[src/rtl/lstm_acc_pkg.sv]
// lstm_acc_pkg: shared constants and FSM state type for the accelerator datapath
package lstm_acc_pkg;
    localparam int         MAT_N          = 8;
    localparam logic [2:0] AXI_SIZE_4B    = 3'b010;
    localparam logic [1:0] AXI_BURST_INCR = 2'b01;
    localparam logic [1:0] AXI_RESP_OKAY  = 2'b00;
    typedef enum logic [1:0] {S_COLLECT, S_ADDR, S_DATA, S_RESP} wr_state_t;
endpackage

[src/rtl/c_deskew_buffer.sv]
// c_deskew_buffer: de-skews diagonal result lanes into the 8x8 byte matrix C
//  i_clear  clear diagonal mask        i_wr   capture i_data as diagonal i_t
//  i_beat   word index for o_word      o_full all 15 diagonals captured
//  o_word   32-bit word: row i_beat/2, bytes 0..3 (even) or 4..7 (odd)
module c_deskew_buffer
    import lstm_acc_pkg::*;
(
    input  logic        clk,
    input  logic        rst,
    input  logic        i_clear,
    input  logic        i_wr,
    input  logic [3:0]  i_t,
    input  logic [63:0] i_data,
    input  logic [3:0]  i_beat,
    output logic        o_full,
    output logic [31:0] o_word
);
    // row i packs byte j at bits j*8, so a 4-byte slice is directly an AXI word
    logic [MAT_N-1:0][7:0] r_c [MAT_N];
    logic [14:0]           r_mask;
    logic                  w_we;
    assign w_we = i_wr && i_t != 4'd15;
    always_ff @(posedge clk) begin
        if (rst) begin
            r_c    <= '{default: '0};
            r_mask <= '0;
        end else begin
            // lane i carries C[i][t-i]; lanes whose column falls outside 0..7 are ignored
            for (int i = 0; i < MAT_N; i++)
                if (w_we && i_t >= 4'(i) && i_t - 4'(i) <= 4'd7)
                    r_c[i][3'(i_t - 4'(i))] <= i_data[i*8+:8];
            r_mask <= i_clear ? '0 : (w_we ? r_mask | (15'd1 << i_t) : r_mask);
        end
    end
    assign o_full = &r_mask;
    assign o_word = i_beat[0] ? r_c[i_beat[3:1]][7:4] : r_c[i_beat[3:1]][3:0];
endmodule

[src/rtl/axi_c_output_writer.sv]
// axi_c_output_writer: collects the skewed systolic result into C and writes it as one 16-beat AXI4 burst
//  clk/rst                 clock, synchronous active-high reset
//  collect_reset           clear mask and c_overrun; abort a burst whose AW is not yet accepted
//  c_valid/c_cycle/c_flat_in  diagonal result stream
//  busy/done/write_error/c_overrun  status
//  m_axi_aw*/w*/b*         AXI4 write channels (S_AXI_1)
module axi_c_output_writer
    import lstm_acc_pkg::*;
#(
    parameter logic [11:0] BASE_ADDR = 12'd64
) (
    input  logic        clk,
    input  logic        rst,
    input  logic        collect_reset,
    input  logic        c_valid,
    input  logic [3:0]  c_cycle,
    input  logic [63:0] c_flat_in,
    output logic        busy,
    output logic        done,
    output logic        write_error,
    output logic        c_overrun,
    output logic [11:0] m_axi_awaddr,
    output logic [7:0]  m_axi_awlen,
    output logic [2:0]  m_axi_awsize,
    output logic [1:0]  m_axi_awburst,
    output logic        m_axi_awvalid,
    input  logic        m_axi_awready,
    output logic [31:0] m_axi_wdata,
    output logic [3:0]  m_axi_wstrb,
    output logic        m_axi_wlast,
    output logic        m_axi_wvalid,
    input  logic        m_axi_wready,
    input  logic [1:0]  m_axi_bresp,
    input  logic        m_axi_bvalid,
    output logic        m_axi_bready
);
    wr_state_t   r_state;
    logic [3:0]  r_beat;
    logic        w_full;
    logic [31:0] w_word;
    logic        w_b_hs;
    assign w_b_hs = r_state == S_RESP && m_axi_bvalid;
    // clearing the mask mid-burst is harmless: C itself is untouched and the mask is cleared again on B
    c_deskew_buffer u_buf (
        .clk    (clk),
        .rst    (rst),
        .i_clear(collect_reset || w_b_hs),
        .i_wr   (r_state == S_COLLECT && c_valid && !collect_reset),
        .i_t    (c_cycle),
        .i_data (c_flat_in),
        .i_beat (r_beat),
        .o_full (w_full),
        .o_word (w_word)
    );
    assign m_axi_wdata = m_axi_wvalid ? w_word : '0;
    assign m_axi_wstrb = m_axi_wvalid ? 4'hF : 4'h0;
    assign m_axi_wlast = m_axi_wvalid && r_beat == 4'd15;
    always_ff @(posedge clk) begin
        if (rst) begin
            r_state       <= S_COLLECT;
            r_beat        <= '0;
            busy          <= 1'b0;
            done          <= 1'b0;
            write_error   <= 1'b0;
            c_overrun     <= 1'b0;
            m_axi_awaddr  <= '0;
            m_axi_awlen   <= '0;
            m_axi_awsize  <= '0;
            m_axi_awburst <= '0;
            m_axi_awvalid <= 1'b0;
            m_axi_wvalid  <= 1'b0;
            m_axi_bready  <= 1'b0;
        end else begin
            done <= 1'b0;
            if (collect_reset)
                c_overrun <= 1'b0;
            else if (c_valid && busy)
                c_overrun <= 1'b1;
            case (r_state)
                S_COLLECT:
                    if (w_full && !collect_reset) begin
                        r_state       <= S_ADDR;
                        m_axi_awvalid <= 1'b1;
                        m_axi_awaddr  <= BASE_ADDR;
                        m_axi_awlen   <= 8'd15;
                        m_axi_awsize  <= AXI_SIZE_4B;
                        m_axi_awburst <= AXI_BURST_INCR;
                        busy          <= 1'b1;
                    end
                // an AW handshake in the same cycle as collect_reset commits the burst
                S_ADDR:
                    if (m_axi_awready) begin
                        r_state       <= S_DATA;
                        m_axi_awvalid <= 1'b0;
                        m_axi_wvalid  <= 1'b1;
                        r_beat        <= '0;
                    end else if (collect_reset) begin
                        r_state       <= S_COLLECT;
                        m_axi_awvalid <= 1'b0;
                        busy          <= 1'b0;
                    end
                S_DATA:
                    if (m_axi_wready) begin
                        r_beat <= r_beat + 4'd1;
                        if (r_beat == 4'd15) begin
                            r_state      <= S_RESP;
                            m_axi_wvalid <= 1'b0;
                            m_axi_bready <= 1'b1;
                        end
                    end
                S_RESP:
                    if (m_axi_bvalid) begin
                        r_state      <= S_COLLECT;
                        m_axi_bready <= 1'b0;
                        write_error  <= m_axi_bresp != AXI_RESP_OKAY;
                        done         <= 1'b1;
                        busy         <= 1'b0;
                    end
                default: r_state <= S_COLLECT;
            endcase
        end
    end
endmodule

[config.mk]
export PLATFORM = sky130hd
export DESIGN_NAME = axi_c_output_writer
export DESIGN_NICKNAME = d
export VERILOG_FILES = /design/src/rtl/lstm_acc_pkg.sv /design/src/rtl/c_deskew_buffer.sv /design/src/rtl/axi_c_output_writer.sv
export SDC_FILE = /design/constraint.sdc
export NUM_CORES = 1
export LEC_CHECK = 0
export CORE_ASPECT_RATIO = 0.8
export CORE_UTILIZATION = 35
export DETAILED_ROUTE_END_ITERATION = 10
export HOLD_SLACK_MARGIN = 0.05
export SLEW_MARGIN = 15
export SYNTH_ARGS = -nofsm -noshare
export SYNTH_HDL_FRONTEND = slang
export SYNTH_SLANG_ARGS = --single-unit
[constraint.sdc]
create_clock -name clk -period 2.66 [get_ports clk]
set_input_delay 0.532 -clock clk [delete_from_list [all_inputs] [get_ports clk]]
set_output_delay 0.532 -clock clk [all_outputs]
set_load 0.1 [all_outputs]
==> Yosys cells after proc, flatten, opt, wreduce, memory -nomap -nowiden <==
Cells that the tools add are included.
{ "op_classes": {"addsub": 8, "n_lt_le_gt_ge": 33, "eq_ne": 13, "shift": 1, "muxes": 55, "n_bitwise": 3, "n_reduce_logical": 51} }
{ "ops": {"columns": ["op", "count"], "rows": [
  ["bitwise mux 64 bit", 8],
  ["binary-select mux 64 bit (select 3 bit)", 1],
  ["demux 8 bit (select 3 bit)", 8],
  ["2-to-1 mux 64 bit", 2],
  ["2-to-1 mux 32 bit", 2],
  ["2-to-1 mux 8 bit", 8],
  ["less-or-equal comparator 4 x 3 -> 1 bit, second input constant", 8],
  ["< comparator 3 x 4 -> 1 bit, second input constant", 8],
  ["logical AND 1 bit", 31],
  ["greater-or-equal comparator 3 x 1 -> 1 bit, second input constant", 8],
  ["greater-or-equal comparator 4 x 3 -> 1 bit, second input constant", 4],
  ["subtractor 4 x 3 -> 4 bit, second input constant", 4],
  ["OR 15 bit", 1],
  ["AND reduction 15 bit", 1],
  ["left shift 1 x 4 -> 15 bit, first input constant", 1],
  ["2-to-1 mux 2 bit", 6],
  ["2-to-1 mux 4 bit", 3],
  ["inequality test 2 bit, second input constant", 6],
  ["2-to-1 mux 1 bit", 11],
  ["AND reduction 5 bit", 2],
  ["greater-or-equal comparator 4 x 1 -> 1 bit, second input constant", 2],
  ["greater-or-equal comparator 4 x 2 -> 1 bit, second input constant", 2],
  ["one-hot mux 2 bit (4 select lines)", 1],
  ["one-hot mux 4 bit (2 select lines)", 1],
  ["23 further kinds", 35]
]} }
{ "word_totals": {"reg_bits": 542, "wordCells": 240} }

==> Longest topological paths before layout <==
Gate-level depths: netlist (run 1).
{ "depth": {"ltp_word": 6, "ltp_mapped": 10, "mapped_depth_nobuf": 7} }

==> Modules after synthesis <==
A second synthesis (run 1) with hierarchy kept.
{ "hier_totals": {"cells_unflattened": 2318, "hier_area_um2": 25196.7} }
{ "by_module_without_submodules": {"columns": ["mod", "instances", "cells_each", "area_each_um2"], "rows": [
  ["c_deskew_buffer", 1, 2182, 24111.9],
  ["axi_c_output_writer", 1, 136, 1084.8]
]} }

==> Worst setup path after synthesis (run 1) <==
OpenSTA, ideal clock, no wires.
{ "synth_path": {"kind": "reg-to-output", "from": "register m_axi_wvalid", "to": "output port m_axi_wdata[30]", "t_arrival_ps": 3214, "slack_ps": -1086, "stages_incl_launch_ff": 5, "n_path_buf": 1, "path_cell_list": "dfxtp_1 and2_1 clkbuf_1 a32oi_1 o211ai_1"} }
{ "synth_between": {"elab_chain_cells": 1} }
{ "synth_lines": {"columns": ["element", "line", "rtl"], "rows": [
  ["from (decl)", "axi_c_output_writer.sv:31", "output logic m_axi_wvalid,"],
  ["from (signal assigned)", "axi_c_output_writer.sv:71", "m_axi_wvalid <= 1'b0;"],
  ["from (signal assigned)", "axi_c_output_writer.sv:95", "m_axi_wvalid <= 1'b1;"],
  ["from (signal assigned)", "axi_c_output_writer.sv:107", "m_axi_wvalid <= 1'b0;"],
  ["2-to-1 mux 32 bit", "axi_c_output_writer.sv:55", "assign m_axi_wdata = m_axi_wvalid ? w_word : '0;"],
  ["to (decl)", "axi_c_output_writer.sv:28", "output logic [31:0] m_axi_wdata,"]
]} }
Every way passes these cells.

==> Final worst setup path (run 1) <==
{ "layout_path": {"from": "register r_beat[1]", "to": "output port m_axi_wdata[24]"} }
{ "layout_between": {"elab_chain_cells": 6} }
{ "layout_lines": {"columns": ["element", "line", "rtl"], "rows": [
  ["from (decl)", "axi_c_output_writer.sv:38", "logic [3:0] r_beat;"],
  ["from (signal assigned)", "axi_c_output_writer.sv:104", "r_beat <= r_beat + 4'd1;"],
  ["NOT 3 -> 4 bit (implied by the code)", "c_deskew_buffer.sv:36", "assign o_word = i_beat[0] ? r_c[i_beat[3:1]][7:4] : r_c[i_beat[3:1]][3:0];"],
  ["binary-select mux 64 bit (select 3 bit)", "c_deskew_buffer.sv:36", null],
  ["2-to-1 mux 64 bit (implied by the code) (2 in series)", "c_deskew_buffer.sv:36", null],
  ["2-to-1 mux 32 bit", "c_deskew_buffer.sv:36", null],
  ["2-to-1 mux 32 bit", "axi_c_output_writer.sv:55", null]
]} }
Every way passes these cells. The select of a mux whose other input is x is not followed.

==> metrics.md, run 1 <==
| Metric | Value |
|---|---|
| Net load switching power | `~4.6 mW` |
| Overall Global Routing Usage | `0.258` |
| Via count | `roughly 22k` |
| Worst hold path class | `in2reg` |
| Seq/Total Area, Yosys | `0.420` |
| Sink Count | `roughly 540` |
| Max clock buf depth | `3` |
| WL final | `between 90,000 and 100,000 microns` |
| DIE AREA | `between 70,000 and 80,000 sq um` |
| Clock skew | `approximately 0.024 ns` |
| GPL Wtd Cong | `around 0.9` |
| Antenna-violating nets left | `0` |
| Crit-path max FO | `7` |
| Largest net degree at the start of global routing | `between 150 and 200` |
| Skew-Pair Late Insertion Delay | `about 0.64 ns` |
| Fin crit period | `3.25 ns` |
| # setup viols final | `32` |
| Leakage | `12.4 nW` |
| CP Class | `reg2out` |
| Vias in the first global route | `roughly 21k` |
| Placed Cells | `roughly 3.6k` |
| Final Max Slew Viols | `0` |
| Largest area contributor in the netlist | `dfxtp_1` |
| Pwr dens | `between 500 and 600 nW/um^2` |
| Mapped cell area | `approximately 26,000 sq um` |
| Row count | `between 80 and 90` |
| CP startpoint | `r_beat[1]` |
| Switching fraction of total power | `0.252` |
| Final Util | `0.458` |
| Hold_buf cts | `0` |
| Fraction of layout cells with a size suffix above 1 | `0.231` |
| Asr flop ratio synth | `0` |
| Max VDD drop | `just over 0.5 mV` |
| WHS Path Cells | `2` |
| Die X | `between 300 and 400 microns` |
| Synth top area share | `0.420` |
| RSZ-0062 raised after global routing | `true` |
| Place WS | `-0.370 ns` |
| Synth area leaders | `dfxtp_1 (42%), mux2i_1 (17%), mux4_2 (10%)` |
| Antenna violations before repair | `1` |
| Crit path required time | `approximately 2.1 ns` |
| Clk slew on worst S/H paths | `approximately 0.06 ns` |
| Outcome | `complete, but fails checks` |
| Port Buffers | `between 100 and 150` |
| Die Y | `~240 microns` |
| Final Worst Setup Slack | `-0.587 ns` |
| Max-cap violations | `0` |
| Final Non-Filler Cells | `approximately 3.7k` |
| Root Buffer | `clkbuf_16` |
| Failing checks | `setup timing` |
| First-pass GRT wire length | `142,000 microns` |
| Seq. cell area | `~11,000 sq um` |
| Clock power frac | `0.463` |
| HP Start | `rst` |
| FILL cells | `between 6k and 7k` |
| Initial core utilization | `0.356` |
| Netlist cell types | `60` |
| Final hold vios | `0` |
| CTS Buf Count | `55` |
| Synth Instances | `between 2k and 3k` |
| CP Launch Type | `register` |
| P_int | `approximately 14 mW` |
| Htree depth | `2` |
| Starting DRC count in detailed routing | `between 2k and 3k` |
| Final Cycle Share | `1.22` |
| DRC violations left | `0` |
| Data arrival, critical path | `roughly 2.7 ns` |
| Clock tree from TritonCTS | `yes` |
| Slew margin rel. | `0.370` |
| Combinational Power Share | `0.087` |
| Overflow after GRT | `0` |
| CORE AREA | `72,400 sq um` |
| R2R depth | `6` |
| Yosys warning count | `0` |
| Endpoint class of the critical path | `output port` |
| Area occupied by multi-input gates | `roughly 14,000 sq um` |
| Vias per Instance | `5.76` |
| Max Fclk | `308 MHz` |
| Post-synth EDFFs | `0` |
| Worst-Margin Slew | `0.941 ns` |
| Total power | `18.2 mW` |
| #FFs+latches synth | `~540` |
| Detail Placement HPWL | `69,300 microns` |
| I/O pins | `146` |
| Syn Area/Cell | `a little over 10 sq um` |
| Routed len/inst | `~27 microns` |
| Reg power frac | `0.450` |
| Nets | `between 2k and 3k` |
| Most used DFF post-synth | `dfxtp_1` |
| Synth-to-Final Area Change | `28.8%` |
| Drt pass-1 iters | `5` |
-- synth_stat cells (3+ instances only) --
master	number
nand3b_1	9
mux2i_1	429
mux4_2	117
nand3_2	9
o211ai_1	9
nor4_4	11
nor2b_1	16
a31oi_1	9
buf_1	56
nor3_1	10
nor4_2	3
nand2b_1	226
and3b_1	5
and4_1	9
a21oi_1	161
a211oi_1	7
or4_1	5
inv_1	9
nand4_1	26
xnor2_1	4
nor4b_1	5
o31ai_1	3
a2111oi_4	3
or3_1	8
buf_2	16
o22ai_1	21
nor2_1	205
nor3_2	3
dfxtp_1	541
nand3_1	134
ha_1	20
nor3b_1	3
and2_1	5
and3_1	7
nand2_1	76
buf_4	28
o21ai_0	131
a32oi_1	9
buf_6	3
clkbuf_1	180
-- cells in the final DEF, fill, tap and decap left out, drive strengths merged, types with 6 or more instances in the layout --
master,synthesis,final
a211oi,7,7
a21oi,161,161
a31oi,9,9
a32oi,9,9
and3,7,7
and4,9,9
buf,104,318
bufinv,0,8
clkbuf,180,84
clkdlybuf4s50,0,75
clkinv,0,11
conb,1,18
dfxtp,541,541
ha,20,20
inv,9,11
mux2i,429,429
mux4,117,117
nand2,76,76
nand2b,226,226
nand3,143,143
nand3b,9,9
nand4,26,26
nor2,205,205
nor2b,16,16
nor3,13,13
nor4,16,16
nor4b,6,6
o211ai,9,9
o21ai,131,131
o22ai,21,21
or3,8,8
-- metal layers --
metal,vias up,GRT usage,wire (microns)
li1,9466,-,-
met1,10800,0.364,43300
met2,1129,0.388,42900
met3,167,0.0544,9910
met4,0,0.0896,3480
met5,-,0,0
-- worst max-delay path, cell delays in order (launching register included) --
cell and delay [ns]:
dfxtp_4 0.36, buf_12 0.16, buf_12 0.16, buf_4 0.12, mux4_2 0.58, mux2i_2 0.24
buf_4 0.17, o22ai_4 0.09, buf_12 0.19
-- power groups by stage --
stage	registers (mW)	logic, mW	clock network (mW)
after floorplan	8.36	0.813	0
after global placement	8.36	1.51	0
after detailed placement	8.36	1.53	0
after CTS	8.18	1.53	8.49
after global routing	8.19	1.61	8.82
final	8.19	1.57	8.43
-- metrics by stage --
step           area [sq um]  setup TNS [ns]  hold WS, ns
2_1_floorplan         26300           -3.41        0.427
3_3_place_gp          30600         -103.39        0.434
3_5_place_dp          30600         -120.16        0.446
4_1_cts               32900          -18.28        0.280
5_1_grt               33200          -18.48        0.323
6_report              33200          -16.59        0.287
-- worst paths after layout --
kind	end	slack, ns
worst max register to register	u_buf.r_c[486]	0.28
worst min register to register	u_buf.r_c[201]	0.46
worst min-delay path	u_buf.r_c[114]	0.29
worst max-delay path	m_axi_wdata[24]	-0.59
-- state kept, by name, indices dropped and copies added (netlist names), named ones only --
register / flops
u_buf.r_c: 512
u_buf.r_mask: 15
r_beat: 4
busy: 1
c_overrun: 1
done: 1
m_axi_awaddr: 1
m_axi_awvalid: 1
m_axi_bready: 1
m_axi_wvalid: 1
r_state: 1
write_error: 1
-- final cells by class --
class	count	share of cell area
multi-input cells	1742	0.433
clock buffers	77	0.0473
clock inverters	24	0.0113
inverters	9	0.00102
repair buffers	400	0.145
diodes	1	0.0000754
flip-flops and latches	541	0.327
well taps	945	0.0356
-- what timing repair did --
action / in CTS / in global routing
pin swaps: 7 / 10
buffers inserted: 14 / 5
resized for setup: 27 / 43
cloned: 2 / 4
setup endpoints to repair: 33 / 33
-- kinds of logic after synthesis --
group / synth area share
xor+xnor: 0.00204
other cells: 0.000146
fa+ha+maj: 0.00971
simple gates: 0.168
flops: 0.420
mux: 0.269
compound gates: 0.0816
buf+inv: 0.0488
No activity file was read; power rests on OpenSTA's default activity.
==> run 2: changes to the inputs <==
--- a/config.mk
+++ b/config.mk
@@ -9,6 +9,7 @@
 export CORE_UTILIZATION = 35
 export DETAILED_ROUTE_END_ITERATION = 10
 export HOLD_SLACK_MARGIN = 0.05
+export REMOVE_ABC_BUFFERS = 1
 export SLEW_MARGIN = 15
 export SYNTH_ARGS = -nofsm -noshare
 export SYNTH_HDL_FRONTEND = slang
==> run 2 against run 1 <==
  * The run still ends with setup timing left
  * Critical path type unchanged
  * Clock power down 4.3%
  * Via count shrank 0.77%
  * Hold slack got worse by 0.0061 ns
  * Largest power group is now sequential cells
  * Clock-buffer cell count shrank 1
==> metrics.md, run 2 (same netlist as run 1, synthesis figures left out) <==
| Metric | Value |
|---|---|
| Overflow after GRT | `0` |
| Max clock buf depth | `3` |
| Worst hold path class | `in2reg` |
| Final hold vios | `0` |
| Nets | `~2.9k` |
| Die Y | `between 200 and 250 microns` |
| Seq. cell area | `approximately 11,000 sq um` |
| CP Launch Type | `register` |
| Overall Global Routing Usage | `0.241` |
| Fraction of layout cells with a size suffix above 1 | `0.229` |
| Regs by FF count | `u_buf.r_c (512), u_buf.r_mask (15), r_beat (4)` |
| Port Buffers | `127` |
| Hold_buf cts | `0` |
| DRC violations left | `0` |
| Detail Placement HPWL | `66,200 microns` |
| Clock skew | `~0.035 ns` |
| Final Non-Filler Cells | `~3.8k` |
| Antenna violations before repair | `1` |
| RSZ-0062 raised after global routing | `true` |
| Vias per Instance | `~5.7` |
| Total power | `about 18 mW` |
| Antenna-violating nets left | `0` |
| Crit-path max FO | `7` |
| Hold Path Sink | `m_axi_awaddr[6]` |
| Slew margin rel. | `0.313` |
| Clk slew on worst S/H paths | `0.06 ns` |
| Sink Count | `541` |
| Outcome | `complete, but fails checks` |
| Most frequent cells in the layout | `dfxtp_1 (537), mux2i_1 (415), nand2b_1 (226)` |
| Initial core utilization | `0.356` |
| First-pass GRT wire length | `~140,000 microns` |
| Largest net degree at the start of global routing | `52` |
| Final Util | `0.457` |
| Reg2Reg Setup Slack | `~0.2 ns` |
| Die X | `a little over 300 microns` |
| Htree depth | `2` |
| Skew-Pair Late Insertion Delay | `0.65 ns` |
| Max Fclk | `309 MHz` |
| HP Start | `rst` |
| Vias in the first global route | `20.8k` |
| Routed len/inst | `~25 microns` |
| I/O pins | `around 150` |
| Starting DRC count in detailed routing | `approximately 2.3k` |
| Final Worst Setup Slack | `-0.579 ns` |
| Worst-Margin Slew | `between 1 and 1.5 ns` |
| CTS Buf Count | `54` |
| FILL cells | `6,574` |
| Max VDD drop | `approximately 0.45 mV` |
| Placed Cells | `3,612` |
| Min Hold Slack | `about 0.28 ns` |
| Row count | `slightly below 90` |
| WHS Path Cells | `2` |
| R2r endpoint | `u_buf.r_mask[5]` |
| Drt pass-1 iters | `5` |
| Synth-to-Final Area Change | `28.6%` |
| DIE AREA | `between 70,000 and 80,000 sq um` |
| Most flops, register | `u_buf.r_c` |
| # setup viols final | `33` |
| Area occupied by multi-input gates | `about 14,000 sq um` |
| Failing checks | `setup timing` |
| Pwr dens | `about 540 nW/um^2` |
| CORE AREA | `approximately 72,000 sq um` |
| CP Class | `reg2out` |
| R2R depth | `5` |
| Final Max Slew Viols | `0` |
| Crit path required time | `2.13 ns` |
| Most common cell after layout, fill and taps aside | `dfxtp_1` |
| Fin crit period | `approximately 3.2 ns` |
| Data arrival, critical path | `between 2 and 3 ns` |
| Leakage | `roughly 12 nW` |
| Max-cap violations | `0` |
| Via count | `approximately 21k` |
| Number of flip-flops in the largest register | `between 500 and 600` |
| WL final | `between 90,000 and 100,000 microns` |
| Root Buffer | `clkbuf_16` |
| # diodes | `0` |
| GPL Wtd Cong | `0.895` |
| Endpoint class of the critical path | `output port` |
| Clock tree from TritonCTS | `yes` |
| TNS Setup | `-16.22 ns` |
| Final Cycle Share | `1.22` |
[run 2: metrics by stage]
stage / setup WS (ns) / area [sq um]
after global routing: -0.614 / 33100
final: -0.579 / 33100
after detailed placement: -0.455 / 30300
after global placement: -0.413 / 30300
after floorplan: -5.88 / 24600
after CTS: -0.589 / 32600
[run 2: final cells by class]
cell class / instances / area share
Clock buffer: 76 / 0.0466
Timing Repair Buffer: 421 / 0.155
Inverter: 9 / 0.00102
Clock inverter: 21 / 0.00955
Multi-Input combinational cell: 1742 / 0.425
Sequential cell: 541 / 0.327
Tap cell: 945 / 0.0357
[run 2: power by group]
part / internal (mW) / switching, mW
clock network: 4.65 / 3.42
registers: 8.15 / 0.0304
logic: 0.538 / 0.968
[run 2: how the worst max path moves through the flow]
stage | endpoint | slack [ns] | depth (start not counted) | startpoint
6_report | m_axi_wdata[11] | -0.58 | 7 | r_beat[1]
4_1_cts | m_axi_wdata[22] | -0.59 | 5 | r_beat[1]
3_5_place_dp | u_buf.r_c[46] | -0.46 | 7 | c_cycle[2]
3_3_place_gp | u_buf.r_c[46] | -0.41 | 7 | c_cycle[2]
5_1_grt | m_axi_wdata[1] | -0.61 | 8 | r_beat[1]
2_1_floorplan | m_axi_wdata[7] | -5.88 | 3 | r_beat[1]
[run 2: timing repair]
| action | CTS | global route |
|---|---|---|
| setup buffers | 10 | 32 |
| endpoints found under the setup margin | 33 | 33 |
| gates resized for setup | 35 | 65 |
| cloned | 6 | 4 |
| pin swaps | 11 | 36 |
[run 2: per-layer routing]
metal  vias up  routed length [microns]  global-route usage
met5         -                        0                   0
met4         0                     2920              0.0776
met3       168                     7590              0.0412
met2       982                    41600               0.373
met1     10700                    41600               0.341
li1       9502                        -                   -
[run 2: critical path, cell delays in order, from the launching register on]
cell	delay, ns
dfxtp_4	0.40
buf_12	0.15
buf_12	0.14
buf_12	0.14
mux4_2	0.55
nand2_1	0.09
o211ai_1	0.29
clkbuf_16	0.33
